==> src/rtl/alu_sweep_ctrl.sv <==
// alu_sweep_ctrl: steps an external ALU through all eight opcodes
// for one latched operand pair and collects the packed results.
module alu_sweep_ctrl #(
  parameter int unsigned SETTLE = 1
) (
  input  logic        clk,
  input  logic        rst_n,
  input  logic        start,
  input  logic        abort,
  input  logic [1:0]  a_in,
  input  logic [1:0]  b_in,
  output logic [1:0]  alu_a,
  output logic [1:0]  alu_b,
  output logic [2:0]  alu_op,
  input  logic [1:0]  alu_result,
  output logic        busy,
  output logic [15:0] results,
  output logic        results_valid,
  input  logic        results_ready,
  output logic [7:0]  sweep_count
);

  typedef enum logic [1:0] {
    IDLE,
    DRIVE,
    CAPTURE,
    DONE
  } state_t;

  localparam logic [3:0] CNT_LAST = 4'(SETTLE - 1);

  state_t     state;
  logic [3:0] cnt;

  // Sweep sequencer; busy/results_valid are registered with the state.
  always_ff @(posedge clk or negedge rst_n) begin
    if (!rst_n) begin
      state         <= IDLE;
      cnt           <= '0;
      alu_a         <= '0;
      alu_b         <= '0;
      alu_op        <= '0;
      busy          <= 1'b0;
      results       <= '0;
      results_valid <= 1'b0;
      sweep_count   <= '0;
    end else begin
      unique case (state)
        IDLE: begin
          // abort in the same cycle wins over start
          if (start && !abort) begin
            alu_a   <= a_in;
            alu_b   <= b_in;
            alu_op  <= '0;
            results <= '0;
            cnt     <= '0;
            busy    <= 1'b1;
            state   <= DRIVE;
          end
        end
        DRIVE: begin
          if (abort) begin
            results <= '0;
            alu_op  <= '0;
            busy    <= 1'b0;
            state   <= IDLE;
          end else if (cnt == CNT_LAST) begin
            state <= CAPTURE;
          end else begin
            cnt <= cnt + 4'd1;
          end
        end
        CAPTURE: begin
          if (abort) begin
            results <= '0;
            alu_op  <= '0;
            busy    <= 1'b0;
            state   <= IDLE;
          end else begin
            results[{alu_op, 1'b0} +: 2] <= alu_result;
            cnt <= '0;
            if (alu_op == 3'd7) begin
              busy          <= 1'b0;
              results_valid <= 1'b1;
              state         <= DONE;
            end else begin
              alu_op <= alu_op + 3'd1;
              state  <= DRIVE;
            end
          end
        end
        DONE: begin
          if (results_ready) begin
            results_valid <= 1'b0;
            state         <= IDLE;
            if (sweep_count != 8'hFF)
              sweep_count <= sweep_count + 8'd1;
          end
        end
        default: begin
          busy          <= 1'b0;
          results_valid <= 1'b0;
          state         <= IDLE;
        end
      endcase
    end
  end

endmodule
==> config.mk <==
export PLATFORM = sky130hd
export DESIGN_NAME = alu_sweep_ctrl
export DESIGN_NICKNAME = d
export VERILOG_FILES = /design/src/rtl/alu_sweep_ctrl.sv
export SDC_FILE = /design/constraint.sdc
export NUM_CORES = 1
export LEC_CHECK = 0
export ABC_CLOCK_PERIOD_IN_PS = 2500
export BUFFER_PORTS_ARGS = -buffer_cell sky130_fd_sc_hd__buf_2
export CAP_MARGIN = 5
export CORE_MARGIN = 2
export CORE_UTILIZATION = 45
export DETAILED_ROUTE_END_ITERATION = 10
export HOLD_SLACK_MARGIN = 0.02
export PLACE_DENSITY = 0.68
export RECOVER_POWER = 50
export SYNTH_ARGS = -nofsm -noshare
export SYNTH_HDL_FRONTEND = slang
export SYNTH_SLANG_ARGS = --single-unit
==> constraint.sdc <==
create_clock -name clk -period 2.5 [get_ports clk]
set_input_delay 0.125 -clock clk [delete_from_list [all_inputs] [get_ports clk]]
set_output_delay 0.125 -clock clk [all_outputs]
set_load 0.02 [all_outputs]
---- Yosys cells after proc, flatten, opt, wreduce, memory -nomap -nowiden ----
Index checks and enable logic that the tools add are counted.
operators by class
  $add $sub $neg .......................... 4
  equal/unequal tests ..................... 15
  shift operators ......................... 2
  mux-type cells .......................... 31
  reduce and logical (&&, ||, !) cells .... 14
operator list
  cell                      number
  $mux W16                  3
  $pmux W16 S3              1
  $bwmux W16                1
  $mux W4                   4
  $shift A2 B6 Y16 const A  1
  $shiftx A2 B6 Y16         1
  $ne A2 B2 Y1 const B      7
  $mux W2                   6
  $mux W3                   4
  $pmux W4 S3               1
  $reduce_and A4 Y1         3
  $ne A3 B3 Y1 const B      3
  $pmux W3 S3               1
  $reduce_and A3 Y1         3
  $add A8 B1 Y8 const B     1
  $ne A8 B8 Y1 const B      1
  $pmux W2 S4               1
  $mux W1                   7
  $neg A4 Y6                1
  $reduce_and A5 Y1         1
  $add A4 B1 Y4 const B     1
  $eq A2 B2 Y1 const B      2
  $logic_not A4 Y1          1
  $add A3 B1 Y3 const B     1
  10 further kinds          10
storage, ports and cells
  register bits after elaboration ......... 39
  input port bits ......................... 11
  output and inout port bits .............. 33

---- Depth between registers and ports, before layout ----
  depth in word-level cells ............... 5
  mapped depth ............................ 7

---- Worst setup path after synthesis ----
Ideal clock, no wire load.
  path type ............................... reg-to-reg
  start ................................... register alu_op[0]
  end ..................................... register results[8]
  setup time .............................. 0.127 ns
  arrival time ............................ 1.930 ns
  required time ........................... 2.373 ns
  slack ................................... 0.444 ns
  stages on the path, launching flop included .. 8
  path buffers ............................ 0
  clock period less this slack ............ 2.056 ns
  cells stage by stage .................... dfrtp_1 inv_1 ha_1 ha_1 nor3b_1 nor3b_1 o21ai_0 o2bb2ai_1
on the way
  word-level cells in the longest chain between the ends .. 5
  elaborated cells between the ends (all ways) .. 6
ends and longest elaborated chain
  what                                                          RTL line  text
  start: declaration                                            14        output logic [2:0] alu_op,
  start signal: assignment                                      87        alu_op <= alu_op + 3'd1;
  $neg A4 Y6 (*)                                                80        results[{alu_op, 1'b0} +: 2] <= alu_result;
  $shiftx A2 B6 Y16 / $shift A2 B6 Y16 (equally long branches)  80
  $bwmux W16 (*)                                                80
  $mux W16 (*)                                                  74        if (abort) begin
  $pmux W16 S3 (*)                                              48        unique case (state)
  end signal: indexed assignment                                80
  end: declaration                                              17        output logic [15:0] results,
Every way passes the cells marked *; elsewhere a longest branch is shown, timed or not.
A chain may end at the register's enable or synchronous reset.

---- Worst setup path after layout ----
  start ................................... register alu_op[1]
  end ..................................... register results[12]
Same word-level chain as after synthesis.

==> impl_metrics.yaml <==
placement:
  dpl_cell_area_um2: 2330
  pre_cts_ws_ns: 0.433
  placement.io_buffers: 43
  number_of_placed_instances_taps_included: 292
  gp_routability_congestion: 0.862
  dp.final_hpwl_um: 3210
synth:
  synth_nets: 223
  synth_enable_flop_cells: 0
  seq_area_frac_synth_pct: 47.6
  ys_ff_latch: 39
  synth.top_cells.by_count: "dfrtp_1, o21ai_0, nand2_1"
  postSynthCellCount: 200
  async_reset_ff_share_pct: 100
  synth_largest_area_cell: "dfrtp_1"
  synth_area_per_cell_um2: 10.3
  ys.flop_type: "dfrtp_1"
  netlist_top_cells_area: "dfrtp_1, ha_1, o21ai_0"
  synthesized_area_um2: 2050
  synth_most_common_cell: "dfrtp_1"
  yosysUniqueCellTypes: 42
  synth_top_area_share_pct: 47.6
  total_of_warnings_raised_by_yosys: 0
floorplanning:
  start_util_pct: 46.8
  die_w_um: 71.5
  fp.coreArea_um2: 4380
  row_cnt: 24
  fp.dieArea_um2: 5120
  io_pins: 44
  floorplan.die.height_um: 71.5
sta:
  report.final.hold_viol_count: 0
  slew_viol_final: 0
  min_period_ns: 2.08
  final_critical_path_setup_slack_ns: 0.417
  setup_viol: 0
  fin_setup_tns_ns: 0
  holdWs_ns: 0.0544
  timing.slew.headroom_pct: 37.2
  tightestPinTransition_ns: 0.942
  unrepaired_setup_endpoints_after_global_routing: "no"
  final_min_period_over_clock_period_pct: 83.3
  fmax_mhz: 480
  fin_worst_skew_ns: 0.00453
clocking:
  cts-htree-levels: 2
  cts.sinks: 39
  cts_buffers: 5
  clock-root-buffer: "clkbuf_8"
  cts_max_path_buffers: 2
  clock_latency_of_the_later_clocked_register_in_the_worst_skew_pair_ns: 0.30
  cts_tree: "yes"
  post_cts.resized_instances: 0
  clk_pin_slew_ns: 0.08
layout:
  areaGrowthSynthToFinish_pct: 15.9
  finish.utilization_pct: 54.3
  nets_finish: 271
  final.fill_count: 434
  layoutNonFillerInstCount: 301
  sequential_standard_cell_area_um2: 976
  multiInputGateArea_um2: 992
  drive_above_1_share_pct: 13.3
  n_diodes: 0
  finalInstanceArea_um2: 2380
detailed_routing:
  routed_len_inst_um: 14.7
  dr.pass1.iters: 4
  drt_wl_total_um: 4420
  routed-via-count: 1647
  detailedRoute.firstIterationViolations: 57
  detail_route.vias_per_cell: 5.47
  antenna_violating_nets_post_route: 0
  post-route-drc-count: 0
worst_setup_path:
  cp_cell_sequence: "inv_1 > ha_1 > ha_1 > nor3b_1 > o211ai_1 > a21o_1 > o2bb2ai_1"
  cp-start-kind: "flip-flop"
  endpoint_kind: "flip-flop"
  cp_common_cell: "ha_1"
  crit_path_max_fanout: 7
  timing.critical_path.required_ns: 2.68
  critical_path_class: "reg -> reg"
  crit_path_max_incr_delay_ns: 0.45
  worst-endpoint-arrival_ns: 2.26
  crit_slowest_cell: "dfrtp_1"
power:
  power-per-cell-area_nw_per_um2: 817
  fin_total_pwr_mw: 1.94
  clock_power_share_pct: 22.1
  ir_worst_vdd_mv: 0.381
  power.switching_fraction_pct: 38.8
  power.leakage_nw: 1.04
  share_comb_of_total_power_pct: 36.5
  power.sequential.fraction_pct: 41.4
  net_load_switching_power_mw: 0.754
  intPower_mw: 1.19
grt:
  globalRouteOverflowTotal: 0
  grt_antenna_before_repair: 0
  track_usage_pct: 19.1
  grt_start_max_net_pins: 40
  grt_first_pass_wirelength_um: 7650
  first_global_vias: 1648
flow_run:
  max_cap_viol_count: 0
min_path:
  hold_path_class: "in -> reg"
run_status:
  status: "completed"
## area by class of cell
| type | instances | share of cell area [%] |
|---|---|---|
| clock buffer | 6 | 3.05 |
| clock inverter | 2 | 0.526 |
| tap | 52 | 2.74 |
| sequential | 39 | 41.0 |
| timing repair buffer | 48 | 8.89 |
| inverter | 13 | 2.05 |
| multi-input combinational | 141 | 41.7 |
## final timing paths
check | startpoint | end | slack, ns | depth (start not counted)
setup / recovery | alu_op[1]$_DFFE_PN0P_ | results[12]$_DFFE_PN0P_ | 0.42 | 7
hold / removal | b_in[1] | alu_b[1]$_DFFE_PN0P_ | 0.05 | 2
setup reg to reg | alu_op[1]$_DFFE_PN0P_ | results[12]$_DFFE_PN0P_ | 0.42 | 7
hold reg to reg | results[12]$_DFFE_PN0P_ | results[12]$_DFFE_PN0P_ | 0.50 | 1
max in group asynchronous | rst_n | cnt[2]$_DFFE_PN0P_ | 1.41 | 2
min in group asynchronous | rst_n | alu_op[2]$_DFFE_PN0P_ | 0.50 | 2
## critical path: cells and delay by family, from the launching register on
family	cells	cell delay, ns
AO/OA/AOI/OAI	3	0.56
adder cells (fa/ha/maj)	2	0.53
buffers and inverters	1	0.06
flip-flops	1	0.45
AND/OR/NAND/NOR	1	0.37
## sequential cells by signal (all words and copies together), names as in the netlist
name	flops
alu_a	2
alu_b	2
alu_op	3
busy	1
cnt	4
results	16
results_valid	1
state	2
sweep_count	8
## layout by cell type, fill, tap and decap left out, types with 2 or more instances in the layout
| cell | Yosys | final |
|---|---|---|
| o2bb2ai_1 | 9 | 9 |
| o211ai_1 | 4 | 4 |
| nor3_1 | 7 | 7 |
| nor2_1 | 7 | 7 |
| nor2b_1 | 2 | 2 |
| clkbuf_8 | 0 | 5 |
| nand2_1 | 14 | 14 |
| o21ai_0 | 25 | 25 |
| xnor2_1 | 3 | 3 |
| mux2i_1 | 3 | 3 |
| ha_1 | 12 | 12 |
| a22o_1 | 2 | 2 |
| inv_1 | 13 | 13 |
| a21o_1 | 2 | 2 |
| dfrtp_1 | 39 | 39 |
| mux2_2 | 8 | 8 |
| nand4_1 | 2 | 2 |
| a21oi_1 | 8 | 8 |
| buf_2 | 1 | 10 |
| and3_1 | 3 | 3 |
| buf_4 | 0 | 3 |
| nand3_1 | 7 | 7 |
| clkbuf_1 | 5 | 34 |
| nor3b_1 | 4 | 4 |
## power by group through the flow
stage               logic [mW]  clock network, mW  registers (mW)
finish                   0.710              0.430           0.805
detailed placement       0.730                  0           0.816
floorplan                0.439                  0           0.896
CTS                      0.738              0.444           0.804
global placement         0.721                  0           0.809
global route             0.792              0.465           0.820
## logic make-up after synthesis
| group | count (synthesis) | share of synthesized area [%] |
|---|---|---|
| fa+ha+maj | 12 | 7.32 |
| mux | 11 | 5.85 |
| flops | 39 | 47.6 |
| buf+inv | 20 | 4.09 |
| simple gates | 53 | 14.1 |
| xor+xnor | 4 | 1.71 |
| compound gates | 61 | 19.4 |
## routing by layer
metal  wire (um)  GRT usage [%]  vias up
met5           0              0        -
met4          63           7.55        0
met3         229           5.06        8
met2        2080           31.9       39
met1        2050           23.7      777
li1            -              -      823
## what timing repair did
action,4_1_cts,5_1_grt
hold buffers,1,0
endpoints found under the hold margin,39,0
setup buffers,0,0
No activity file was read; power rests on OpenSTA's default activity.
